<file path="src/rtl/mul_div_pkg.sv">
// Shared definitions for the multiply/divide datapath: FSM state encoding
// and the step-counter width helper used by seq_divider.
`timescale 1ns/1ps
package mul_div_pkg;

  typedef enum logic [1:0] {
    IDLE = 2'd0,
    RUN  = 2'd1,
    DONE = 2'd2
  } state_t;

  // Step counter holds DEVIDENT_LENGTH-1 down to 0; never narrower than 1 bit.
  function automatic int cnt_width(input int n);
    return ($clog2(n) > 1) ? $clog2(n) : 1;
  endfunction

endpackage

</file>
<file path="src/rtl/div_cell.sv">
// One combinational restoring-division step: subtract the divisor from the
// shifted partial remainder and keep the difference only if it did not borrow.
`timescale 1ns/1ps
module div_cell #(
  parameter int DIVISOR_LENGTH = 3
) (
  input  logic [DIVISOR_LENGTH:0]   r_shift,
  input  logic [DIVISOR_LENGTH-1:0] d,
  output logic [DIVISOR_LENGTH:0]   r_next,
  output logic                      q_bit
);

  logic [DIVISOR_LENGTH+1:0] trial;

  // One guard bit above R makes the top bit a true borrow, so a zero divisor
  // always yields q_bit=1 even when the shifted remainder has its MSB set.
  always_comb begin
    trial  = {1'b0, r_shift} - {2'b00, d};
    q_bit  = ~trial[DIVISOR_LENGTH+1];
    r_next = q_bit ? trial[DIVISOR_LENGTH:0] : r_shift;
  end

endmodule

</file>
<file path="src/rtl/seq_divider.sv">
// Sequential restoring divider, one quotient bit per clock.
// Optional macro DIV_ZERO_CHECK_EN: zero divisor bypasses RUN and flags DivByZero.
`timescale 1ns/1ps
module seq_divider
  import mul_div_pkg::*;
#(
  parameter int DEVIDENT_LENGTH = 3,
  parameter int DIVISOR_LENGTH  = 3
) (
  input  logic                       CLK,
  input  logic                       RST,
  input  logic                       Start,
  input  logic [DIVISOR_LENGTH-1:0]  OperX,
  input  logic [DEVIDENT_LENGTH-1:0] OperY,
  output logic                       Busy,
  output logic                       Done,
  output logic [DEVIDENT_LENGTH-1:0] Quotient,
  output logic [DIVISOR_LENGTH-1:0]  Remainder,
  output logic                       DivByZero,
  output logic [1:0]                 dbg_state
);

  localparam int N  = DEVIDENT_LENGTH;
  localparam int M  = DIVISOR_LENGTH;
  localparam int CW = cnt_width(N);

  // Handshake: Start is sampled only in IDLE (operands captured on that edge);
  // Done pulses for one cycle with the results, which hold until the next Done.
  state_t         state;
  logic [M-1:0]   d_reg;
  logic [N-1:0]   q_reg;
  logic [M:0]     r_reg;
  logic [CW-1:0]  cnt;

  logic [M:0]     r_shift;
  logic [M:0]     r_next;
  logic           q_bit;
  logic           unused_rtop;

  assign dbg_state   = state;
  assign r_shift     = {r_reg[M-1:0], q_reg[N-1]};
  assign unused_rtop = r_reg[M];

`ifdef DIV_ZERO_CHECK_EN
  localparam int W_MAX = (N > M) ? N : M;
  logic             dz_reg;
  logic [W_MAX-1:0] y_ext;
  assign y_ext = W_MAX'(OperY);
`endif

  div_cell #(.DIVISOR_LENGTH(M)) u_cell (
    .r_shift (r_shift),
    .d       (d_reg),
    .r_next  (r_next),
    .q_bit   (q_bit)
  );

  always_ff @(posedge CLK or posedge RST) begin
    if (RST) begin
      state     <= IDLE;
      d_reg     <= '0;
      q_reg     <= '0;
      r_reg     <= '0;
      cnt       <= '0;
      Busy      <= 1'b0;
      Done      <= 1'b0;
      Quotient  <= '0;
      Remainder <= '0;
      DivByZero <= 1'b0;
`ifdef DIV_ZERO_CHECK_EN
      dz_reg    <= 1'b0;
`endif
    end else begin
      Done <= 1'b0;
      case (state)
        IDLE: begin
          if (Start) begin
            d_reg <= OperX;
            q_reg <= OperY;
            r_reg <= '0;
            cnt   <= CW'(N - 1);
            Busy  <= 1'b1;
            state <= RUN;
`ifdef DIV_ZERO_CHECK_EN
            dz_reg <= 1'b0;
            // Preload the same values the full iteration would produce.
            if (OperX == '0) begin
              q_reg  <= '1;
              r_reg  <= {1'b0, y_ext[M-1:0]};
              dz_reg <= 1'b1;
              state  <= DONE;
            end
`endif
          end
        end
        RUN: begin
          r_reg <= r_next;
          q_reg <= {q_reg[N-2:0], q_bit};
          cnt   <= cnt - CW'(1);
          if (cnt == '0) state <= DONE;
        end
        DONE: begin
          Done      <= 1'b1;
          Busy      <= 1'b0;
          Quotient  <= q_reg;
          Remainder <= r_reg[M-1:0];
`ifdef DIV_ZERO_CHECK_EN
          DivByZero <= dz_reg;
`else
          DivByZero <= 1'b0;
`endif
          state     <= IDLE;
        end
        default: state <= IDLE;
      endcase
    end
  end

endmodule

</file>
<file path="config.mk">
export PLATFORM = sky130hd
export DESIGN_NAME = seq_divider
export DESIGN_NICKNAME = d
export VERILOG_FILES = /design/src/rtl/mul_div_pkg.sv /design/src/rtl/div_cell.sv /design/src/rtl/seq_divider.sv
export SDC_FILE = /design/constraint.sdc
export NUM_CORES = 1
export LEC_CHECK = 0
export BUFFER_PORTS_ARGS = -buffer_cell sky130_fd_sc_hd__buf_2
export CAP_MARGIN = 40
export CORE_ASPECT_RATIO = 1.5
export CORE_MARGIN = 2
export CORE_UTILIZATION = 40
export CTS_BUF_LIST = sky130_fd_sc_hd__clkbuf_16
export DETAILED_ROUTE_END_ITERATION = 6
export PLACE_DENSITY = 0.58
export RECOVER_POWER = 25
export SYNTH_ARGS = -nofsm -noshare
export SYNTH_HDL_FRONTEND = slang
export SYNTH_SLANG_ARGS = --single-unit
</file>
<file path="constraint.sdc">
create_clock -name CLK -period 2.1 [get_ports CLK]
set_input_delay 0.315 -clock CLK [delete_from_list [all_inputs] [get_ports CLK]]
set_output_delay 0.315 -clock CLK [all_outputs]
set_load 0.01 [all_outputs]
</file>
==> flow_metrics.tcl, run 1 <==
set metrics [dict create \
    routed_wl_um 1680 \
    clk-insertion-delay-late_ns 0.25 \
    hold_viol_final 0 \
    cts.clk_slew.worst_paths_ns 0.06 \
    vias 662 \
    yosys.area.top_type "dfrtp_1" \
    finalCritPeriodShare 0.839 \
    cts_tree "yes" \
    tns_ns 0 \
    cap_violations 0 \
    yosysTopAreaCellShare 0.533 \
    place.gp.congestion 0.792 \
    drive_gt1_frac 0.305 \
    avgRoutedWirePerCell_um 13.0 \
    cp.required_ns 2.26 \
    avgSynthCellArea_sq_um 11.3 \
    crit_path_start "q_reg[2]" \
    critPathArrivalTime_ns 1.92 \
    place_area_sq_um 1080 \
    cts_buffers 3 \
    vdd_drop_max_mv 0.619 \
    cts_setup_buffers 0 \
    netlist_top_cells_area "dfrtp_1 (53%), mux2_2 (6.9%), ha_1 (3.8%)" \
    power_leakage_nw 0.578 \
    dieArea_sq_um 2890 \
    die_x_um 44.5 \
    utilization 0.483 \
    syn-cell-area_sq_um 986 \
    num_rows 22 \
    h-tree-depth 1 \
    fin_cells 129 \
    grt_overflow 0 \
    relSlewSlack 0.480 \
    fin_nets 119 \
    grt_pass1_wl_um 2980 \
    crit_path_start_kind "flip-flop" \
    synth-seq-cells 21 \
    core_sq_um 2390 \
    end_kind "flip-flop" \
    antenna_found_initial 0 \
    hold_path_class "in -> async" \
    p_sw_frac 0.359 \
    finalSetupViolCount 0 \
    clock_sinks 21 \
    antenna_cells 0 \
    hold_ws_ns 0.200 \
    cts_hold_buf 0 \
    initial_utilization 0.412 \
    seqPwrFrac 0.367 \
    postRouteAntennaNets 0 \
    grtUsageTotal 0.143 \
    p_sw_uw 706 \
    syn_to_final_growth_pct 17.4 \
    power.internal_mw 1.26 \
    synth_cell_type_count 27 \
    drv_slew 0 \
    cp_max_fo 6 \
    nFillCells 226 \
    drc_errors 0 \
    powerDensity_nw_per_um2 1700 \
    status "finished clean" \
    fin_crit_ns 1.76 \
    hpwl_um 1260 \
    p_clk_frac 0.202 \
    grt_max_degree 22 \
    synthCells 87 \
    tightest_slew_ns 0.779 \
    ys_warn_count 0 \
    syn_nets 100 \
    cts_root_buf "clkbuf_16" \
    path_class "reg -> reg" \
    reg2reg_slack_ns 0.34 \
    numPortBuffers 18 \
    dp.cells 125 \
    ios 20 \
    ys_seq_area_frac 0.533 \
    cts_resized 0 \
    drt_iter0_markers 14 \
    fin_area_sq_um 1160 \
    max_freq_mhz 567 \
    reg2reg_to "r_reg[0]" \
    fin_skew_ns 0.00143 \
    vias_per_cell 5.13 \
    p_comb_frac 0.432 \
    grt_pass1_vias 682 \
    r2r_cells 6 \
    rsz0062_at_grt "false" \
    clockBufferDepth 2 \
    dieHeight_um 64.8 \
    r2r-start "q_reg[2]" \
    first_pass_iters 2 \
]
## logic make-up (layout without fill, tap and decap cells)
family,after synthesis,after routing,share of synthesized area
simple gates,22,22,0.114
flops,21,21,0.533
compound gates,19,19,0.151
buf+inv,14,32,0.0711
mux,6,6,0.0685
fa+ha+maj,4,4,0.0584
other cells,1,1,0.00380
## per-layer routing
| layer | part of all wire | vias up | global-route usage |
|---|---|---|---|
| li1 | - | 336 | - |
| met2 | 0.51 | 13 | 0.237 |
| met5 | 0 | - | 0 |
| met4 | 0.026 | 0 | 0.0795 |
| met3 | 0.038 | 5 | 0.0279 |
| met1 | 0.43 | 308 | 0.166 |
## cells in the final DEF, fill, tap and decap left out, types with 2 or more instances in the layout
cell / Yosys / layout
ha_1: 3 / 3
o32ai_2: 2 / 2
nor3_1: 2 / 2
nand2b_1: 2 / 2
inv_1: 9 / 9
nand2_1: 10 / 10
clkbuf_16: 0 / 3
nor2b_1: 2 / 2
o21ai_0: 7 / 7
buf_2: 2 / 18
nor2_1: 2 / 2
mux2_2: 6 / 6
dfrtp_1: 21 / 21
o31a_1: 3 / 3
nor4_1: 2 / 2
## worst max-delay path by stage
stage,endpoint,cells past startpoint,slack (ns)
finish,r_reg[0],6,0.34
global route,r_reg[1],6,0.18
CTS,r_reg[0],6,0.33
detailed placement,r_reg[0],6,0.36
global placement,r_reg[0],6,0.41
floorplan,r_reg[0],5,0.50
## power by group through the flow
stage	clock [mW]	sequential, mW	combinational, mW
after detailed placement	0	0.730	0.867
after global placement	0	0.723	0.846
final	0.396	0.722	0.849
after CTS	0.406	0.724	0.871
after floorplan	0	0.735	0.650
after global routing	0.429	0.751	0.983
## metrics by stage
| stage | power [mW] | setup slack [ns] |
|---|---|---|
| CTS | 2.00 | 0.335 |
| global placement | 1.57 | 0.406 |
| detailed placement | 1.60 | 0.356 |
| floorplan | 1.38 | 0.496 |
| finish | 1.97 | 0.337 |
| global route | 2.16 | 0.181 |
## synthesized netlist by cell type
cell      count
o31a_1        3
a21oi_1       1
buf_2         2
o21ai_0       7
mux2_2        6
o311ai_1      1
nor2b_1       2
nand2_1      10
nor3b_2       1
o32ai_2       2
buf_6         1
o21bai_1      1
nand2b_1      2
a21o_1        1
conb_1        1
a22oi_1       1
fa_1          1
a221o_1       1
buf_4         2
dfrtp_1      21
nor2_1        2
nor4_1        2
and2b_1       1
ha_1          3
inv_1         9
a22o_1        1
nor3_1        2
## critical path, cell delays in order (launching register included)
cell and delay [ns]:
dfrtp_1 0.34, inv_1 0.07, ha_1 0.19, fa_1 0.39
nor2b_1 0.33, nor4_1 0.10, o32ai_2 0.25
## final cells by class
class	count	area, sq um	area share
Sequential cell	21	526	0.454
Clock buffer	3	75.1	0.0649
Inverter	9	33.8	0.0292
Tap cell	24	30.0	0.0259
Multi-Input combinational cell	52	390	0.337
Clock inverter	1	5.00	0.00432
Timing Repair Buffer	19	97.6	0.0843
Power figures use the tool's default switching activity.
==> inputs of run 2 (changes only) <==
- PLACE_DENSITY: 0.58 -> 0.61
- clock period: 2.1 -> 1.58 ns (I/O delays scaled with it)
==> run 2 against run 1 <==
  * Clock skew up 0.0014 ns
  * Critical endpoint is now r_reg[2]
  * Cell area up 5.8%
  * Via count up 7.7%
  * Register-to-register slack worse by 0.31 ns
  * Critical path type unchanged
  * Routed wire length up 12%
  * Clock-buffer cell count unchanged
  * Power up 43%
==> flow_metrics.tcl, run 2 (synthesis gave the netlist of run 1 again) <==
set metrics [dict create \
    cap_violations 0 \
    mostFrequentLayoutCells "dfrtp_1 (21), buf_2 (18), nand2_1 (10)" \
    die_x_um 44.5 \
    hold_path_class "in -> reg" \
    initial_utilization 0.412 \
    routed_wl_um 1890 \
    status "finished clean" \
    antenna_found_initial 0 \
    p_clk_frac 0.186 \
    path_cells "inv_2, ha_4, fa_2, nor2b_4, nor3_1, a22o_1" \
    clockBufferDepth 2 \
    seqPwrFrac 0.347 \
    first_pass_iters 4 \
    syn_to_final_growth_pct 24.2 \
    finalCritPeriodShare 0.983 \
    critPathArrivalTime_ns 1.69 \
    r2r-start "q_reg[2]" \
    p_sw_mw 1.03 \
    end_kind "flip-flop" \
    num_rows 22 \
    cts_tree "yes" \
    numPortBuffers 18 \
    fin_skew_ns 0.00287 \
    p_sw_frac 0.364 \
    postRouteAntennaNets 0 \
    ios 20 \
    min_from "OperX[2]" \
    avgRoutedWirePerCell_um 14.1 \
    power.internal_mw 1.80 \
    drt_iter0_markers 16 \
    grt_pass1_wl_um 3090 \
    drive_gt1_frac 0.373 \
    cts_root_buf "clkbuf_16" \
    nFillCells 231 \
    p_comb_frac 0.467 \
    place_area_sq_um 1110 \
    vias_per_cell 5.32 \
    hpwl_um 1350 \
    grtUsageTotal 0.146 \
    vdd_drop_max_mv 1.11 \
    cp_max_fo 6 \
    drc_errors 0 \
    rsz0062_at_grt "true" \
    h-tree-depth 1 \
    hold_viol_final 0 \
    core_sq_um 2390 \
    grt_max_degree 22 \
    critical-path-slowest-cell "dfrtp_1" \
    crit_path_start_kind "flip-flop" \
    drv_slew 0 \
    crit_path_start "q_reg[2]" \
    dieArea_sq_um 2890 \
    dieHeight_um 64.8 \
    grt_pass1_vias 662 \
    hold_ws_ns 0.197 \
    power_leakage_nw 0.606 \
    path_class "reg -> reg" \
    cp.required_ns 1.72 \
    crit_family "adder cells" \
    max_stage_delay_ns 0.38 \
    fin_nets 124 \
    max_freq_mhz 644 \
    cts.clk_slew.worst_paths_ns 0.05 \
    place.gp.congestion 0.799 \
    antenna_cells 0 \
    finalSetupViolCount 0 \
    clk-insertion-delay-late_ns 0.25 \
    powerDensity_nw_per_um2 2300 \
    crit_buf_inv 1 \
    final_common_cell "dfrtp_1" \
    relSlewSlack 0.249 \
    vias 713 \
    clock_sinks 21 \
    fin_area_sq_um 1220 \
    cts_buffers 3 \
    grt_overflow 0 \
    tightest_slew_ns 1.13 \
    fin_crit_ns 1.55 \
]
## run 2: cell type report
type                    count  area, sq um  share of cell area
clock inverters             1         3.75             0.00306
flip-flops and latches     21          526               0.429
clock buffers               3         75.1              0.0613
repair buffers             24          131               0.107
well taps                  24         30.0              0.0245
inverters                   9         33.8              0.0276
multi-input cells          52          425               0.347
## run 2: worst min-delay path, cell delays in order
cell     delay (ns)
buf_2          0.07
nand2_1        0.03
o21ai_0        0.06
## run 2: layer usage
layer,global-route usage,part of all wire,up-vias
li1,-,-,342
met1,0.181,0.42,340
met2,0.236,0.50,25
met3,0.0306,0.056,6
met4,0.0682,0.028,0
met5,0,0,-
## run 2: stage by stage
step	instances	setup slack (ns)	util	setup TNS [ns]	power [mW]
final	134	0.0270	0.511	0	2.82
after global placement	129	-0.0196	0.463	-0.0439	2.14
after detailed placement	129	-0.0442	0.463	-0.109	2.18
after global routing	134	-0.0554	0.511	-0.142	3.06
after floorplan	87	0.0534	-	0	1.85
after CTS	133	0.00861	0.499	0	2.76
## run 2: power by group through the flow
stage | logic (mW) | registers [mW] | clock network (mW)
floorplan | 0.876 | 0.977 | 0
global placement | 1.19 | 0.954 | 0
detailed placement | 1.21 | 0.966 | 0
CTS | 1.26 | 0.962 | 0.534
global route | 1.48 | 1.02 | 0.561
finish | 1.32 | 0.979 | 0.524
## run 2: worst paths after layout
check | end | slack [ns] | cells past startpoint
max reg2reg | r_reg[2] | 0.03 | 6
max | r_reg[2] | 0.03 | 6
min reg2reg | Remainder[0] | 0.48 | 2
min | d_reg[2] | 0.20 | 3
min in group asynchronous | Done | 0.33 | 3
max in group asynchronous | Remainder[0] | 0.58 | 3
## run 2: what timing repair did
action,in CTS,in global routing
resized for setup,2,5
pin swaps,0,4
setup endpoints to repair,3,4
hold buffers,0,0
buffers inserted,0,1
==> inputs of run 3 (changes only) <==
- CTS_BUF_LIST: sky130_fd_sc_hd__clkbuf_16 -> sky130_fd_sc_hd__clkbuf_8
- PLACE_DENSITY: 0.61 -> default
==> run 3 against run 2 <==
  * The run now ends with negative setup slack left
  * First-iteration DRC count shrank 63%
  * Clock power shrank 33%
  * Worst setup slack lost 0.032 ns
  * Flip-flop and latch count is the same
  * Power shrank 5.9%
  * Routed wire length shrank 1.1%
  * Cell area shrank 2.8%
  * Largest cell class unchanged
==> flow_metrics.tcl, run 3 (synthesis gave the netlist of run 1 again) <==
set metrics [dict create \
    place_area_sq_um 1110 \
    h-tree-depth 1 \
    hold_viol_final 0 \
    end_kind "flip-flop" \
    status "complete, but fails checks" \
    grt_pass1_vias 713 \
    drive_gt1_frac 0.373 \
    power_leakage_nw 0.590 \
    p_clk_frac 0.131 \
    cp.required_ns 1.72 \
    hpwl_um 1330 \
    critical-path-slowest-cell "fa_2" \
    dieHeight_um 64.8 \
    first_pass_iters 3 \
    avgRoutedWirePerCell_um 13.9 \
    drv_slew 0 \
    ios 20 \
    p_sw_frac 0.384 \
    crit_path_start_kind "flip-flop" \
    tightest_slew_ns 1.13 \
    dieArea_sq_um 2890 \
    grt_max_degree 22 \
    fin_skew_ns 0.00104 \
    p_sw_mw 1.02 \
    max_stage_delay_ns 0.39 \
    initial_utilization 0.412 \
    clock_sinks 21 \
    p_comb_frac 0.502 \
    critPathArrivalTime_ns 1.72 \
    mostFrequentLayoutCells "dfrtp_1 (21), buf_2 (18), nand2_1 (10)" \
    numPortBuffers 18 \
    cts_root_buf "clkbuf_8" \
    path_class "reg -> reg" \
    clockBufferDepth 2 \
    failed_checks "negative setup slack" \
    grt_overflow 0 \
    core_sq_um 2390 \
    cap_violations 0 \
    place.gp.congestion 0.808 \
    grtUsageTotal 0.154 \
    vdd_drop_max_mv 1.10 \
    cts_buffers 3 \
    place_ws_ns -0.0490 \
    vias_per_cell 5.22 \
    powerDensity_nw_per_um2 2230 \
    cts.clk_slew.worst_paths_ns 0.08 \
    syn_to_final_growth_pct 20.8 \
    fin_nets 124 \
    seqPwrFrac 0.367 \
    max_freq_mhz 631 \
    utilization 0.497 \
    final_common_cell "dfrtp_1" \
    drc_errors 0 \
    p_total_mw 2.66 \
    die_x_um 44.5 \
    path_cells "inv_2, ha_4, fa_2, nor2b_4, o31a_1, o32ai_2" \
    postRouteAntennaNets 0 \
    finalWorstSetupSlack_ns -0.00528 \
    finalCritPeriodShare 1.00 \
    antenna_found_initial 0 \
    relSlewSlack 0.246 \
    grt_pass1_wl_um 3200 \
    rsz0062_at_grt "true" \
    clk-insertion-delay-late_ns 0.26 \
    power.internal_mw 1.64 \
    nFillCells 227 \
    fin_crit_ns 1.59 \
    vias 699 \
    routed_wl_um 1870 \
    finalSetupViolCount 2 \
    cp_max_fo 6 \
    hold_path_class "in -> reg" \
    hold_ws_ns 0.182 \
    antenna_cells 0 \
    drt_iter0_markers 6 \
    fin_area_sq_um 1190 \
    num_rows 22 \
    cts_tree "yes" \
]
-- run 3: path summary, 6_finish.rpt --
check                              from           end  slack [ns]  cells past startpoint
setup / recovery               q_reg[2]      r_reg[1]      -0.005                      6
hold / removal                 OperX[2]      d_reg[2]        0.18                      3
setup reg to reg               q_reg[2]      r_reg[1]      -0.005                      6
hold reg to reg            Remainder[0]  Remainder[0]        0.48                      2
max in group asynchronous           RST   Quotient[2]        0.59                      3
min in group asynchronous           RST          Busy        0.32                      3
-- run 3: layout make-up --
cell class	instances	area, sq um	share of cell area
clock buffers	3	41.3	0.0347
clock inverters	1	3.75	0.00315
inverters	9	33.8	0.0284
multi-input cells	52	425	0.357
repair buffers	24	131	0.110
well taps	24	30.0	0.0252
flip-flops and latches	21	526	0.441
-- run 3: what timing repair did --
action / in CTS / in global routing
gates cloned: 0 / 0
resized for setup: 2 / 5
hold endpoints to repair: 0 / 0
setup endpoints to repair: 3 / 4
pin swaps: 0 / 5
hold buffers: 0 / 0
setup buffers: 0 / 1
-- run 3: per-layer routing --
| layer | routed length, um | share of wire | track usage | vias to the layer above |
|---|---|---|---|---|
| li1 | - | - | - | 342 |
| met1 | 778 | 0.42 | 0.185 | 341 |
| met3 | 49 | 0.026 | 0.0251 | 4 |
| met2 | 996 | 0.53 | 0.254 | 12 |
| met4 | 40 | 0.021 | 0.0795 | 0 |
| met5 | 0 | 0 | 0 | - |
-- run 3: critical path: cells and delay by family (launching register included) --
kind / cells / cell delay, ns
flops: 1 / 0.38
simple gates: 1 / 0.21
compound gates: 2 / 0.26
fa+ha+maj: 2 / 0.55
buf+inv: 1 / 0.06
-- run 3: power groups by stage --
stage	clock [mW]	sequential, mW	combinational (mW)
2_1_floorplan	0	0.977	0.876
3_3_place_gp	0	0.954	1.19
3_5_place_dp	0	0.967	1.22
4_1_cts	0.360	0.959	1.26
5_1_grt	0.383	1.01	1.50
6_report	0.349	0.975	1.33
-- run 3: stage by stage --
stage	TNS, ns	std cells
4_1_cts	0	133
5_1_grt	-0.225	134
3_3_place_gp	-0.0304	129
6_report	-0.00590	134
2_1_floorplan	0	87
3_5_place_dp	-0.108	129
